--- src/rtl/mul_mantissa_seq_if.sv ---
// Operand/product handshake bundle for the iterative mantissa multiplier.
// slave = multiplier side, master = the unpack/normalize stages around it.
interface mul_mantissa_seq_if #(
  parameter int WIDTH = 24
);
  logic               InValid;
  logic               InReady;
  logic [WIDTH-1:0]   A;
  logic [WIDTH-1:0]   B;
  logic               OutValid;
  logic               OutReady;
  logic [2*WIDTH-1:0] Product;
  logic               Busy;

  modport slave (
    input  InValid, A, B, OutReady,
    output InReady, OutValid, Product, Busy
  );

  modport master (
    output InValid, A, B, OutReady,
    input  InReady, OutValid, Product, Busy
  );
endinterface

--- src/rtl/mul_mantissa_seq.sv ---
// Radix-2 shift-and-add mantissa multiplier: one multiplier bit per cycle,
// WIDTH-bit ripple adder made from an array of full-adder cells.
module mul_mantissa_seq_fa (
  input  logic a,
  input  logic b,
  input  logic ci,
  output logic s,
  output logic co
);
  assign s  = a ^ b ^ ci;
  assign co = (a & b) | (ci & (a ^ b));
endmodule

module mul_mantissa_seq #(
  parameter int WIDTH = 24
) (
  input  logic             clk,
  input  logic             rst_n,
  mul_mantissa_seq_if.slave io
);
  localparam int CW = $clog2(WIDTH) + 1;

  typedef enum logic [1:0] {IDLE, RUN, DONE} state_t;

  state_t               state_q, state_d;
  logic [2*WIDTH-1:0]   p_q, p_next, prod_q;
  logic [WIDTH-1:0]     m_q, addend, sum;
  logic [CW-1:0]        cnt_q;
  logic [WIDTH:0]       carry;
  logic                 accept, last_step;

  // Adder step: accumulator + (P[0] ? M : 0); carry-out becomes the new MSB.
  assign addend   = p_q[0] ? m_q : '0;
  assign carry[0] = 1'b0;

  mul_mantissa_seq_fa u_fa [WIDTH-1:0] (
    .a  (p_q[2*WIDTH-1:WIDTH]),
    .b  (addend),
    .ci (carry[WIDTH-1:0]),
    .s  (sum),
    .co (carry[WIDTH:1])
  );

  assign p_next = {carry[WIDTH], sum, p_q[WIDTH-1:1]};

  assign io.InReady  = (state_q == IDLE) | ((state_q == DONE) & io.OutReady);
  assign io.OutValid = (state_q == DONE);
  assign io.Busy     = (state_q == RUN);
  assign io.Product  = prod_q;

  assign accept    = io.InValid & io.InReady;
  assign last_step = (state_q == RUN) && (cnt_q == CW'(WIDTH - 1));

  always_comb begin
    state_d = state_q;
    unique case (state_q)
      IDLE: if (accept) state_d = RUN;
      RUN:  if (last_step) state_d = DONE;
      DONE: if (io.OutReady) state_d = io.InValid ? RUN : IDLE;
      default: state_d = IDLE;
    endcase
  end

  always_ff @(posedge clk or negedge rst_n) begin
    if (!rst_n) begin
      state_q <= IDLE;
      p_q     <= '0;
      m_q     <= '0;
      cnt_q   <= '0;
      prod_q  <= '0;
    end else begin
      state_q <= state_d;
      if (accept) begin
        m_q   <= io.A;
        p_q   <= {{WIDTH{1'b0}}, io.B};
        cnt_q <= '0;
      end else if (state_q == RUN) begin
        p_q   <= p_next;
        cnt_q <= cnt_q + 1'b1;
        // Product is captured once so it stays put outside DONE.
        if (last_step) prod_q <= p_next;
      end
    end
  end
endmodule

--- src/flat_wrapper.sv ---
// flat-port wrapper written by rule: the top's interface ports become plain ports
module mul_mantissa_seq_flat 
#(
  parameter int WIDTH = 24
)
  (clk, rst_n, io_InValid, io_A, io_B, io_OutReady, io_InReady, io_OutValid, io_Product, io_Busy);
  mul_mantissa_seq_if #(.WIDTH(WIDTH)) io_i ();
  input  logic clk;
  input  logic rst_n;
  input wire logic [$bits(io_i.InValid)-1:0] io_InValid;
  input wire logic [$bits(io_i.A)-1:0] io_A;
  input wire logic [$bits(io_i.B)-1:0] io_B;
  input wire logic [$bits(io_i.OutReady)-1:0] io_OutReady;
  output wire logic [$bits(io_i.InReady)-1:0] io_InReady;
  output wire logic [$bits(io_i.OutValid)-1:0] io_OutValid;
  output wire logic [$bits(io_i.Product)-1:0] io_Product;
  output wire logic [$bits(io_i.Busy)-1:0] io_Busy;
  assign io_i.InValid = io_InValid;
  assign io_i.A = io_A;
  assign io_i.B = io_B;
  assign io_i.OutReady = io_OutReady;
  assign io_InReady = io_i.InReady;
  assign io_OutValid = io_i.OutValid;
  assign io_Product = io_i.Product;
  assign io_Busy = io_i.Busy;
  mul_mantissa_seq #(.WIDTH(WIDTH)) u_core (.clk(clk), .rst_n(rst_n), .io(io_i));
endmodule
--- config.mk ---
export PLATFORM = sky130hd
export DESIGN_NAME = mul_mantissa_seq_flat
export DESIGN_NICKNAME = d
export VERILOG_FILES = /design/src/rtl/mul_mantissa_seq_if.sv /design/src/rtl/mul_mantissa_seq.sv /design/src/flat_wrapper.sv
export SDC_FILE = /design/constraint.sdc
export NUM_CORES = 1
export LEC_CHECK = 0
export BUFFER_PORTS_ARGS = -buffer_cell sky130_fd_sc_hd__clkbuf_2
export CAP_MARGIN = 20
export CORE_UTILIZATION = 56
export CTS_CLUSTER_SIZE = 10
export DETAILED_ROUTE_END_ITERATION = 16
export GPL_TIMING_DRIVEN = 0
export PLACE_DENSITY_LB_ADDON = 0.12
export SKIP_CTS_REPAIR_TIMING = 1
export SLEW_MARGIN = 20
export SYNTH_ARGS = -nofsm -noshare
export SYNTH_HDL_FRONTEND = slang
export SYNTH_SLANG_ARGS = --single-unit
--- constraint.sdc ---
create_clock -name clk -period 13.92 [get_ports clk]
set_clock_uncertainty 0.15 [all_clocks]
set_input_delay 2.784 -clock clk [delete_from_list [all_inputs] [get_ports clk]]
set_output_delay 2.784 -clock clk [all_outputs]
set_load 0.02 [all_outputs]
; After elaboration in Yosys (flattened, before gate mapping)
; Index checks and enable logic that the tools add are counted.
[classes]
add_sub_neg = 1
eq_ne = 6
muxes = 10
n_bitwise = 121
reduce_logical = 5
[ops]
columns = cell, n
row1 = $mux 48, 2
row2 = $and 1x1->1, 49
row3 = $xor 1x1->1, 47
row4 = $mux 24, 1
row5 = $or 1x1->1, 24
row6 = $mux 6, 2
row7 = $add 6x1->6 const B, 1
row8 = $eq 6x5->1 const B, 1
row9 = $mux 2, 3
row10 = $pmux 2 s3, 1
row11 = $reduce_and 3->1, 2
row12 = $ne 2x1->1 const B, 2
row13 = $eq 2x1->1 const B, 1
row14 = $eq 2x2->1 const B, 1
row15 = $logic_not 2->1, 1
row16 = $ne 2x2->1 const B, 1
row17 = $reduce_bool 2->1, 1
row18 = $logic_and 1x1->1, 1
row19 = $mux 1, 1
row20 = $not 1->1, 1
[word_totals]
ff_bits = 128
output_inout_bits = 51
word_cells = 148

; Depth between registers and ports, before layout
; Gate-level depths: netlist of the first run.
[depth]
depth_word = 50
ltp_mapped = 28

; By module
; From an unflattened synthesis of the first run, not the netlist that was laid out.
[unflattened]
hier_cells = 456
area_unflattened_um2 = 5775.5
[by_module_without_submodules]
columns = mod, instances, cells_each, area_each_um2, seq_area_each_um2
row1 = mul_mantissa_seq, 1, 432, 5295.1, 3203.1
row2 = mul_mantissa_seq_fa, 24, 1, 20.0, 0.0

; Worst setup path after synthesis of the first run
; No wires, ideal clock.
[synth_path]
kind = reg-to-reg
startpoint = register u_core.p_q[0]
endpoint = register u_core.p_q[46]
arrival_time_ps = 10728
required_ps = 13638
path_slack_ps = 2910
stages_incl_launch_ff = 28
path_buffers = 2
synth_period_minus_slack_ps = 11010
path_cell_list = dfrtp_1 -> clkbuf_1 -> clkbuf_1 -> nand2_1 -> fa_1 -> fa_1 -> fa_1 -> fa_1 -> fa_1 -> fa_1 -> fa_1 -> fa_1 -> fa_1 -> fa_1 -> fa_1 -> fa_1 -> fa_1 -> fa_1 -> fa_1 -> fa_1 -> fa_1 -> fa_1 -> fa_1 -> fa_1 -> fa_1 -> fa_1 -> fa_1 -> o22ai_1
[synth_via]
elab_chain_len = 49
word_cells_on_any_way = 94
cone_classes = mux: 3 / bitwise: 91
[synth_lines]
columns = item, line_no
row1 = "start, declared", mul_mantissa_seq.sv:26  ; logic [2*WIDTH-1:0] p_q, p_next, prod_q;
row2 = "start signal, assigned", mul_mantissa_seq.sv:75  ; p_q <= {{WIDTH{1'b0}}, io.B};
row3 = "start signal, assigned", mul_mantissa_seq.sv:78  ; p_q <= p_next;
row4 = $mux 24 (*), mul_mantissa_seq.sv:33  ; assign addend = p_q[0] ? m_q : '0;
row5 = $and 1x1->1 or $xor 1x1->1 (tied branches), mul_mantissa_seq.sv:11  ; assign co = (a & b) | (ci & (a ^ b));
row6 = $and 1x1->1, mul_mantissa_seq.sv:11
row7 = $or 1x1->1, mul_mantissa_seq.sv:11
row8 = $and 1x1->1, mul_mantissa_seq.sv:11
row9 = $or 1x1->1, mul_mantissa_seq.sv:11
row10 = $and 1x1->1, mul_mantissa_seq.sv:11
row11 = $or 1x1->1, mul_mantissa_seq.sv:11
row12 = (+33 left out), --
row13 = $or 1x1->1, mul_mantissa_seq.sv:11
row14 = $and 1x1->1, mul_mantissa_seq.sv:11
row15 = $or 1x1->1, mul_mantissa_seq.sv:11
row16 = $and 1x1->1, mul_mantissa_seq.sv:11
row17 = $or 1x1->1, mul_mantissa_seq.sv:11
row18 = $xor 1x1->1 (*), mul_mantissa_seq.sv:10  ; assign s = a ^ b ^ ci;
row19 = $mux 48 (*), mul_mantissa_seq.sv:77  ; end else if (state_q == RUN) begin
row20 = $mux 48 (*), mul_mantissa_seq.sv:73  ; if (accept) begin
; Every way passes the cells marked *; elsewhere a longest branch is shown, timed or not. The select of a mux whose other input is x is not followed.
; A chain may end at the register's enable or synchronous reset.

; Worst setup path in the final report of the first run
[layout_path]
startpoint = register u_core.p_q[0]
endpoint = register u_core.prod_q[46] (netlist: u_core.io.Product[46])
[layout_via]
elab_chain_len = 47
word_cells_on_any_way = 92
cone_classes = mux: 1 / bitwise: 91
[layout_lines]
columns = item, line_no
row1 = $mux 24 (*), mul_mantissa_seq.sv:33
row2 = $and 1x1->1 or $xor 1x1->1 (tied branches), mul_mantissa_seq.sv:11
row3 = $and 1x1->1, mul_mantissa_seq.sv:11
row4 = $or 1x1->1, mul_mantissa_seq.sv:11
row5 = $and 1x1->1, mul_mantissa_seq.sv:11
row6 = $or 1x1->1, mul_mantissa_seq.sv:11
row7 = $and 1x1->1, mul_mantissa_seq.sv:11
row8 = $or 1x1->1, mul_mantissa_seq.sv:11
row9 = (+31 left out), --
row10 = $or 1x1->1, mul_mantissa_seq.sv:11
row11 = $and 1x1->1, mul_mantissa_seq.sv:11
row12 = $or 1x1->1, mul_mantissa_seq.sv:11
row13 = $and 1x1->1, mul_mantissa_seq.sv:11
row14 = $or 1x1->1, mul_mantissa_seq.sv:11
row15 = $and 1x1->1, mul_mantissa_seq.sv:11
row16 = $or 1x1->1, mul_mantissa_seq.sv:11
row17 = $xor 1x1->1 (*), mul_mantissa_seq.sv:10
row18 = "end signal, assigned", mul_mantissa_seq.sv:81  ; if (last_step) prod_q <= p_next;
row19 = "end, declared", mul_mantissa_seq.sv:26
; Every way passes the cells marked *; elsewhere a longest branch is shown, timed or not.

==> flow_summary.ini, run 1 <==
[run_status]
status = finished, final reports clean

[global_routing]
grt_pass1_vias = 4836
antenna_found_initial = 0
grt_pass1_wl_mm = 23.6
grt_max_degree = 95
grt_overflow = 0
track_usage_pct = 28.0

[cts]
cts_max_path_buffers = 2
insertion_delay_ps = 520
cts_buffers = 17
cts_root_buf = clkbuf_8
clkTransAtPathRegs_ps = 50
cts_tree = done
clkSinkCount = 128
htreeDepth = 4

[routing]
drc = 0
wirelength_mm = 14.3
viasPerCell = 5.78
drtIter0Drc = 272
vias = 4651
first_pass_iters = 4
wire_per_inst_microns = 17.8
antenna_left = 0

[finish]
diodes = 0
fin_area_sq_um = 7260
area_growth_pct = 21.6
fillers = 800
drive_gt1_share_pct = 26.3
fin_nets = 735

[placed_design]
io_buffers = 102
hpwl_mm = 9.93
placed_cell_area_sq_um = 6690
gp_congestion = 0.842

[yosys]
synth_seq_area_share_pct = 53.6
async_reset_ff_share_pct = 100
post-synth-top-count-cell = dfrtp_1
ys_warn_count = 0
synth_cell_types = 34
netlist_instances = 536
synth_nets = 613
synth.avg_cell_area_sq_um = 11.1
synthTopCellsByArea = dfrtp_1 (54%), o31ai_1 (7.9%), fa_1 (7.7%)
yosysTopAreaCellShare_pct = 53.6
synth_ff_type = dfrtp_1
yosys.area.top_type = dfrtp_1
netlist_area_sq_um = 5970
yosys-top-cells-count = dfrtp_1 (128), o31ai_1 (63), o21ai_0 (58)
synth_edf_count = 0
synth-seq-cells = 128

[worst_setup_path]
crit_arrival_ps = 12140
cp.buffers_inverters = 2
cp.depth = 27
r2r_slack_ps = 2060
crit_path_start_kind = flip-flop
worstReg2RegEnd = u_core.io.Product[46]
critPathTopFamily = adder cells
crit_required_ps = 14200
crit_path_top_delay_cell = clkbuf_1
r2r-start = u_core.p_q[0]
worst_setup_path_end_kind = flip-flop
reg2reg_depth = 27
critPathMaxFanout = 10
cpPeakStageDelay_ps = 540
worstSetupStartpoint = u_core.p_q[0]
path_class = flip-flop to flip-flop
path_common_cell = fa_1

[floorplan]
io_pins = 103
dieArea_sq_um = 11100
fp.dieW_microns = 105
coreArea_sq_um = 10300
rows = 37
start_util_pct = 57.8
die_h_microns = 105

[timing]
fin_crit_ps = 11860
setup_viol = 0
post-route-period-util_pct = 85.2
finalSetupTns_ps = 0
rsz0062_at_grt = false
drv_slew = 0
max_freq_mhz = 84.3
slew_headroom_pct = 57.9
hold_violations = 0
worstMarginPinSlew_ps = 632

[min_path]
min_from = u_core.p_q[8]
hold_path_end = u_core.p_q[7]
holdPathStages = 2
hold_path_class = flip-flop to flip-flop

[pwr]
power_density_nw_per_um2 = 269
power.leakage_nw = 3.13
ir_worst_vdd_mv = 0.123

[job]
cap_violations = 0
==> metal layers <==
layer | GRT usage [%] | up-vias | wire (microns)
li1 | - | 2135 | -
met4 | 12.7 | 0 | 355
met3 | 5.81 | 24 | 767
met1 | 35.3 | 2335 | 6120
met2 | 46.7 | 157 | 7080
met5 | 0 | - | 0
==> how the worst max path moves through the flow <==
stage                            endpoint  slack [ps]
floorplan                  u_core.p_q[46]        2910
global placement           u_core.p_q[46]        2180
detailed placement         u_core.p_q[46]        2060
CTS                        u_core.p_q[46]        2000
global route        u_core.io.Product[46]        1570
finish              u_core.io.Product[46]        2060
==> worst min-delay path, delay by kind of cell, from the launching register on <==
| family | cells | cell delay (ps) |
|---|---|---|
| compound gates | 2 | 120 |
| flops | 1 | 340 |
==> sequential cells by signal (all words and copies together), names as in the netlist <==
signal	flops
u_core.cnt_q	6
u_core.m_q	24
u_core.io.Product	48
u_core.p_q	48
u_core.state_q	2
==> report_power, final <==
group / switching [W] / leakage [nW] / internal (W) / total (W)
clock: 0.000152 / 0.286 / 0.000283 / 0.000434
combinational: 0.000515 / 1.39 / 0.000341 / 0.000856
sequential: 0.000101 / 1.46 / 0.000562 / 0.000663
total: 0.000768 / 3.13 / 0.00119 / 0.00195
==> cell type report <==
| type | count | area, sq um | area share, % |
|---|---|---|---|
| plain buffers | 48 | 208 | 2.86 |
| clock buffers | 22 | 463 | 6.37 |
| clock inverters | 7 | 110 | 1.52 |
| inverters | 51 | 191 | 2.64 |
| multi-input cells | 309 | 2370 | 32.6 |
| flip-flops and latches | 128 | 3200 | 44.1 |
| well taps | 136 | 170 | 2.34 |
| repair buffers | 103 | 547 | 7.53 |
==> logic make-up after synthesis <==
kind of cell,after synthesis,synth area share (%)
AOI/OAI and AO/OA,178,20.4
DFF,128,53.6
buffers and inverters,99,6.68
and+or+nand+nor,79,6.14
muxes,25,4.69
adders and majority gates,25,8.13
xor gates and xnor gates,2,0.293
==> stage by stage <==
| step | total power (W) | worst slack (ps) | util [%] | hold WS (ps) | std cells |
|---|---|---|---|---|---|
| after floorplan | 0.00125 | 2910 | - | 309 | 536 |
| after global placement | 0.00147 | 2180 | 64.4 | 322 | 774 |
| after detailed placement | 0.00151 | 2060 | 64.8 | 329 | 775 |
| after CTS | 0.00196 | 2000 | 70.3 | 343 | 804 |
| after global routing | 0.00209 | 1570 | 70.3 | 360 | 804 |
| final | 0.00195 | 2060 | 70.3 | 340 | 804 |
==> layout by cell type (no fill, tap or decap), types with 2 or more instances in the layout <==
master / synthesis / final
a32oi_1: 23 / 23
clkbuf_16: 0 / 16
clkbuf_2: 1 / 102
inv_1: 50 / 50
o31ai_2: 6 / 6
nand2b_1: 13 / 13
a211oi_1: 14 / 14
fa_1: 23 / 23
clkbuf_1: 27 / 29
o21ai_0: 58 / 58
nand2_1: 36 / 36
or3_1: 2 / 2
nor2_1: 18 / 18
clkinv_2: 0 / 4
ha_1: 2 / 2
o31ai_1: 63 / 63
nand3b_1: 2 / 2
xnor2_1: 2 / 2
buf_2: 12 / 12
bufinv_16: 0 / 3
dfrtp_1: 128 / 128
buf_1: 6 / 6
a21oi_1: 11 / 11
nor2b_1: 2 / 2
clkbuf_8: 0 / 5
nand3_1: 2 / 2
mux2_2: 24 / 24
No activity file was read; power rests on OpenSTA's default activity.
==> run 2, diff against run 1 <==
- RECOVER_POWER: unset -> 25
==> run 2 against run 1 <==
Against the previous run: the run now ends with max-capacitance violations, max-slew violations left; via count increased by 0.75%; final area fell by 0.48%; largest cell class unchanged; sequential share of layout area up 0.21 points; flip-flop and latch count did not move; largest power group unchanged; die area unchanged; global-route usage unchanged; worst hold slack hardly changed.
==> flow_summary.ini, run 2 (synthesis results as in run 1) <==
[pwr]
p_clk_share_pct = 22.2
seqPwrFrac_pct = 34.0
p_sw_share_pct = 39.3
ir_worst_vdd_mv = 0.123
p_comb_share_pct = 43.8
power_density_nw_per_um2 = 270
p_switching_w = 0.000767
p_int_w = 0.00119
power.leakage_nw = 3.11
finalPower_w = 0.00195

[floorplan]
io_pins = 103
start_util_pct = 57.8
fp.dieW_microns = 105
coreArea_sq_um = 10300
dieArea_sq_um = 11100
die_h_microns = 105
rows = 37

[timing]
hold_violations = 0
holdWs_ps = 339
drv_slew = 131
post-route-period-util_pct = 85.3
slew_headroom_pct = -229
finalSetupTns_ps = 0
max_freq_mhz = 84.2
fin_crit_ps = 11880
setup_ws_ps = 2040
worstMarginPinSlew_ps = 4930
rsz0062_at_grt = false
setup_viol = 0

[finish]
mostFrequentLayoutCells = dfrtp_1 (128), clkbuf_2 (101), o31ai_1 (63)
drive_gt1_share_pct = 25.9
fin_nets = 735
mostFrequentLayoutCell = dfrtp_1
area_growth_pct = 21.0
diodes = 0

[global_routing]
grt_pass1_vias = 4836
antenna_found_initial = 0
track_usage_pct = 28.0
grt_pass1_wl_mm = 23.6
grt_overflow = 0
grt_max_degree = 95

[placed_design]
dp_slack_ps = 2060
hpwl_mm = 9.93
gp_congestion = 0.842
io_buffers = 102

[cts]
cts_tree = done
cts_max_path_buffers = 2
insertion_delay_ps = 520
clkSinkCount = 128
htreeDepth = 4
cts_buffers = 17
clkTransAtPathRegs_ps = 50
cts_root_buf = clkbuf_8

[run_status]
violations = max-capacitance violations, max-slew violations
status = finished, violations left

[routing]
drtIter0Drc = 269
first_pass_iters = 4
antenna_left = 0
viasPerCell = 5.83
drc = 0
wirelength_mm = 14.2
vias = 4686
wire_per_inst_microns = 17.7

[worst_setup_path]
crit_path_start_kind = flip-flop
crit_path_top_delay_cell = clkbuf_1
path_class = flip-flop to flip-flop
cpPeakStageDelay_ps = 550
crit_arrival_ps = 12160
crit_required_ps = 14200
critPathMaxFanout = 10
worst_setup_path_end_kind = flip-flop
path_common_cell = fa_1

[job]
cap_violations = 2

[min_path]
hold_path_class = flip-flop to flip-flop
run 2: changes by cell type in the layout (fill, tap and decap cells not counted):
cell      before  now
clkbuf_1      29   32
buf_16         1    0
clkbuf_2     102  101
clkbuf_8       5    4
run 2: layout make-up:
cell class	instances	area (sq um)
flip-flops and latches	128	3200
inverters	51	191
multi-input cells	309	2370
plain buffers	48	208
clock buffers	22	463
fillers	805	3100
clock inverters	7	110
repair buffers	103	512
well taps	136	170
run 2: power groups by stage:
| stage | Sequential (W) | Combinational, W | Clock [W] |
|---|---|---|---|
| global placement | 0.000658 | 0.000815 | 0 |
| CTS | 0.000662 | 0.000860 | 0.000437 |
| floorplan | 0.000724 | 0.000524 | 0 |
| global route | 0.000685 | 0.000951 | 0.000454 |
| detailed placement | 0.000664 | 0.000850 | 0 |
| finish | 0.000663 | 0.000855 | 0.000434 |
run 2: final timing paths:
check	from	endpoint	slack, ps	cells after the start
min	u_core.p_q[8]	u_core.p_q[7]	340	2
max reg2reg	u_core.p_q[0]	u_core.io.Product[46]	2040	27
min reg2reg	u_core.p_q[8]	u_core.p_q[7]	340	2
min in group asynchronous	rst_n	u_core.io.Product[5]	2600	1
max in group asynchronous	rst_n	u_core.m_q[4]	5490	2
max	u_core.p_q[0]	u_core.io.Product[46]	2040	27
run 2: per-stage QoR:
stage               cells  utilization (%)  instance area, sq um
floorplan             536                -                  5970
global placement      774             64.4                  6650
detailed placement    775             64.8                  6690
CTS                   804             70.3                  7260
global route          804             70.0                  7230
finish                804             70.0                  7230
run 2: worst max-delay path, delay by kind of cell (launching register included):
family / cells / cell delay [ps]
fa+ha+maj: 23 / 10110
buf+inv: 2 / 820
flops: 1 / 320
compound gates: 1 / 200
simple gates: 1 / 170
run 2: metal layers:
metal	GRT usage (%)	part of all wire (%)
met1	35.3	42
met4	12.7	2.5
met2	46.7	50
met3	5.81	5.9
met5	0	0
==> run 3, diff against run 2 <==
- CELL_PAD_IN_SITES_DETAIL_PLACEMENT: unset -> 1
- CELL_PAD_IN_SITES_GLOBAL_PLACEMENT: unset -> 1
- CORE_UTILIZATION: 56 -> 44
==> run 3 against run 2 <==
Against the previous run: the run still ends with max-capacitance violations, max-slew violations left; highest routed layer unchanged; core utilization shrank 15 points; total power grew 0.16%; combinational power grew 0.6%; clock power shrank 0.9%; critical path depth is the same; worst hold slack lost 0.71 ps; largest cell class unchanged.
==> flow_summary.ini, run 3 (synthesis results as in run 1) <==
[global_routing]
grt_pass1_wl_mm = 26.4
grt_max_degree = 76
antenna_found_initial = 0
track_usage_pct = 24.5
grt_pass1_vias = 5087
grt_overflow = 0

[run_status]
violations = max-capacitance violations, max-slew violations
status = finished, violations left

[routing]
antenna_left = 0
first_pass_iters = 4
viasPerCell = 5.53
drtIter0Drc = 232
drc = 0
wire_per_inst_microns = 18.6
vias = 4687
wirelength_mm = 15.7

[worst_setup_path]
worstSetupStartpoint = u_core.p_q[0]
r2r_slack_ps = 2080
r2r-start = u_core.p_q[0]
worstReg2RegEnd = u_core.io.Product[46]
path_class = flip-flop to flip-flop
crit_required_ps = 14060
crit_path_end = u_core.io.Product[46]
worst_setup_path_end_kind = flip-flop
crit_arrival_ps = 11970
reg2reg_depth = 27
crit_path_start_kind = flip-flop
critPathMaxFanout = 10

[cts]
cts_max_path_buffers = 2
cts_root_buf = clkbuf_16
cts_buffers = 17
clkSinkCount = 128
cts_tree = done
htreeDepth = 4
insertion_delay_ps = 420
clkTransAtPathRegs_ps = 50

[placed_design]
gp_congestion = 0.784
hpwl_mm = 11.3
io_buffers = 102
placed_cell_area_sq_um = 6740
dp_slack_ps = 2010

[timing]
finalSetupTns_ps = 0
setup_ws_ps = 2080
drv_slew = 75
max_freq_mhz = 84.5
slew_headroom_pct = -176
worstMarginPinSlew_ps = 4140
rsz0062_at_grt = false
post-route-period-util_pct = 85.0
hold_violations = 0
fin_crit_ps = 11840
setup_viol = 0
holdWs_ps = 339

[floorplan]
coreArea_sq_um = 13200
start_util_pct = 45.1
rows = 42
dieArea_sq_um = 14000
io_pins = 103
die_h_microns = 119
fp.dieW_microns = 119

[pwr]
power.leakage_nw = 3.12
ir_worst_vdd_mv = 0.108
power_density_nw_per_um2 = 268

[job]
cap_violations = 1

[finish]
post-route-util_pct = 55.1
fin_area_sq_um = 7300
drive_gt1_share_pct = 25.8
diodes = 0
area_growth_pct = 22.2
mostFrequentLayoutCells = dfrtp_1 (128), clkbuf_2 (101), o31ai_1 (63)
mostFrequentLayoutCell = dfrtp_1
fin_nets = 735

[min_path]
hold_path_class = flip-flop to flip-flop
==> run 3: worst min path at each step <==
stage,startpoint,to,slack [ps],depth (start not counted)
3_5_place_dp,u_core.p_q[11],u_core.p_q[10],320,2
6_report,u_core.p_q[13],u_core.p_q[12],340,2
5_1_grt,u_core.p_q[13],u_core.p_q[12],370,2
3_3_place_gp,u_core.p_q[22],u_core.p_q[21],320,2
2_1_floorplan,u_core.p_q[11],u_core.p_q[10],310,2
4_1_cts,u_core.p_q[22],u_core.p_q[21],340,2
==> run 3: critical path, stage by stage (launching register included) <==
cell and delay (ps):
dfrtp_1 320, clkbuf_1 300, clkbuf_1 540, nand2_1 170
fa_1 490, fa_1 440, fa_1 430, fa_1 430
fa_1 440, fa_1 430, fa_1 430, fa_1 430
fa_1 420, fa_1 420, fa_1 430, fa_1 430
fa_1 430, fa_1 430, fa_1 430, fa_1 440
fa_1 430, fa_1 420, fa_1 430, fa_1 430
fa_1 450, fa_1 440, fa_1 550, o21ai_0 100
==> run 3: cell type report <==
type	count	area, sq um
Buffer	48	208
Clock buffer	26	489
Clock inverter	6	80.1
Fill cell	1481	5950
Inverter	51	191
Multi-Input combinational cell	309	2370
Sequential cell	128	3200
Tap cell	176	220
Timing Repair Buffer	103	536
==> run 3: routing by layer <==
| metal | vias up | global-route usage (%) | wire [microns] | part of all wire, % |
|---|---|---|---|---|
| met4 | 0 | 8.78 | 268 | 1.7 |
| met3 | 24 | 4.63 | 632 | 4.0 |
| met1 | 2387 | 31.2 | 6850 | 44 |
| li1 | 2143 | - | - | - |
| met2 | 133 | 41.8 | 7990 | 51 |
| met5 | - | 0 | 0 | 0 |
==> run 3: power breakdown <==
part | leakage, nW | internal [W] | switching, W
Clock | 0.282 | 0.000276 | 0.000153
Sequential | 1.46 | 0.000563 | 0.000104
Combinational | 1.38 | 0.000340 | 0.000520
==> run 3: per-stage QoR <==
| step | std cells | total power (W) |
|---|---|---|
| global route | 847 | 0.00211 |
| finish | 847 | 0.00196 |
| detailed placement | 815 | 0.00153 |
| global placement | 814 | 0.00149 |
| CTS | 847 | 0.00198 |
| floorplan | 536 | 0.00125 |
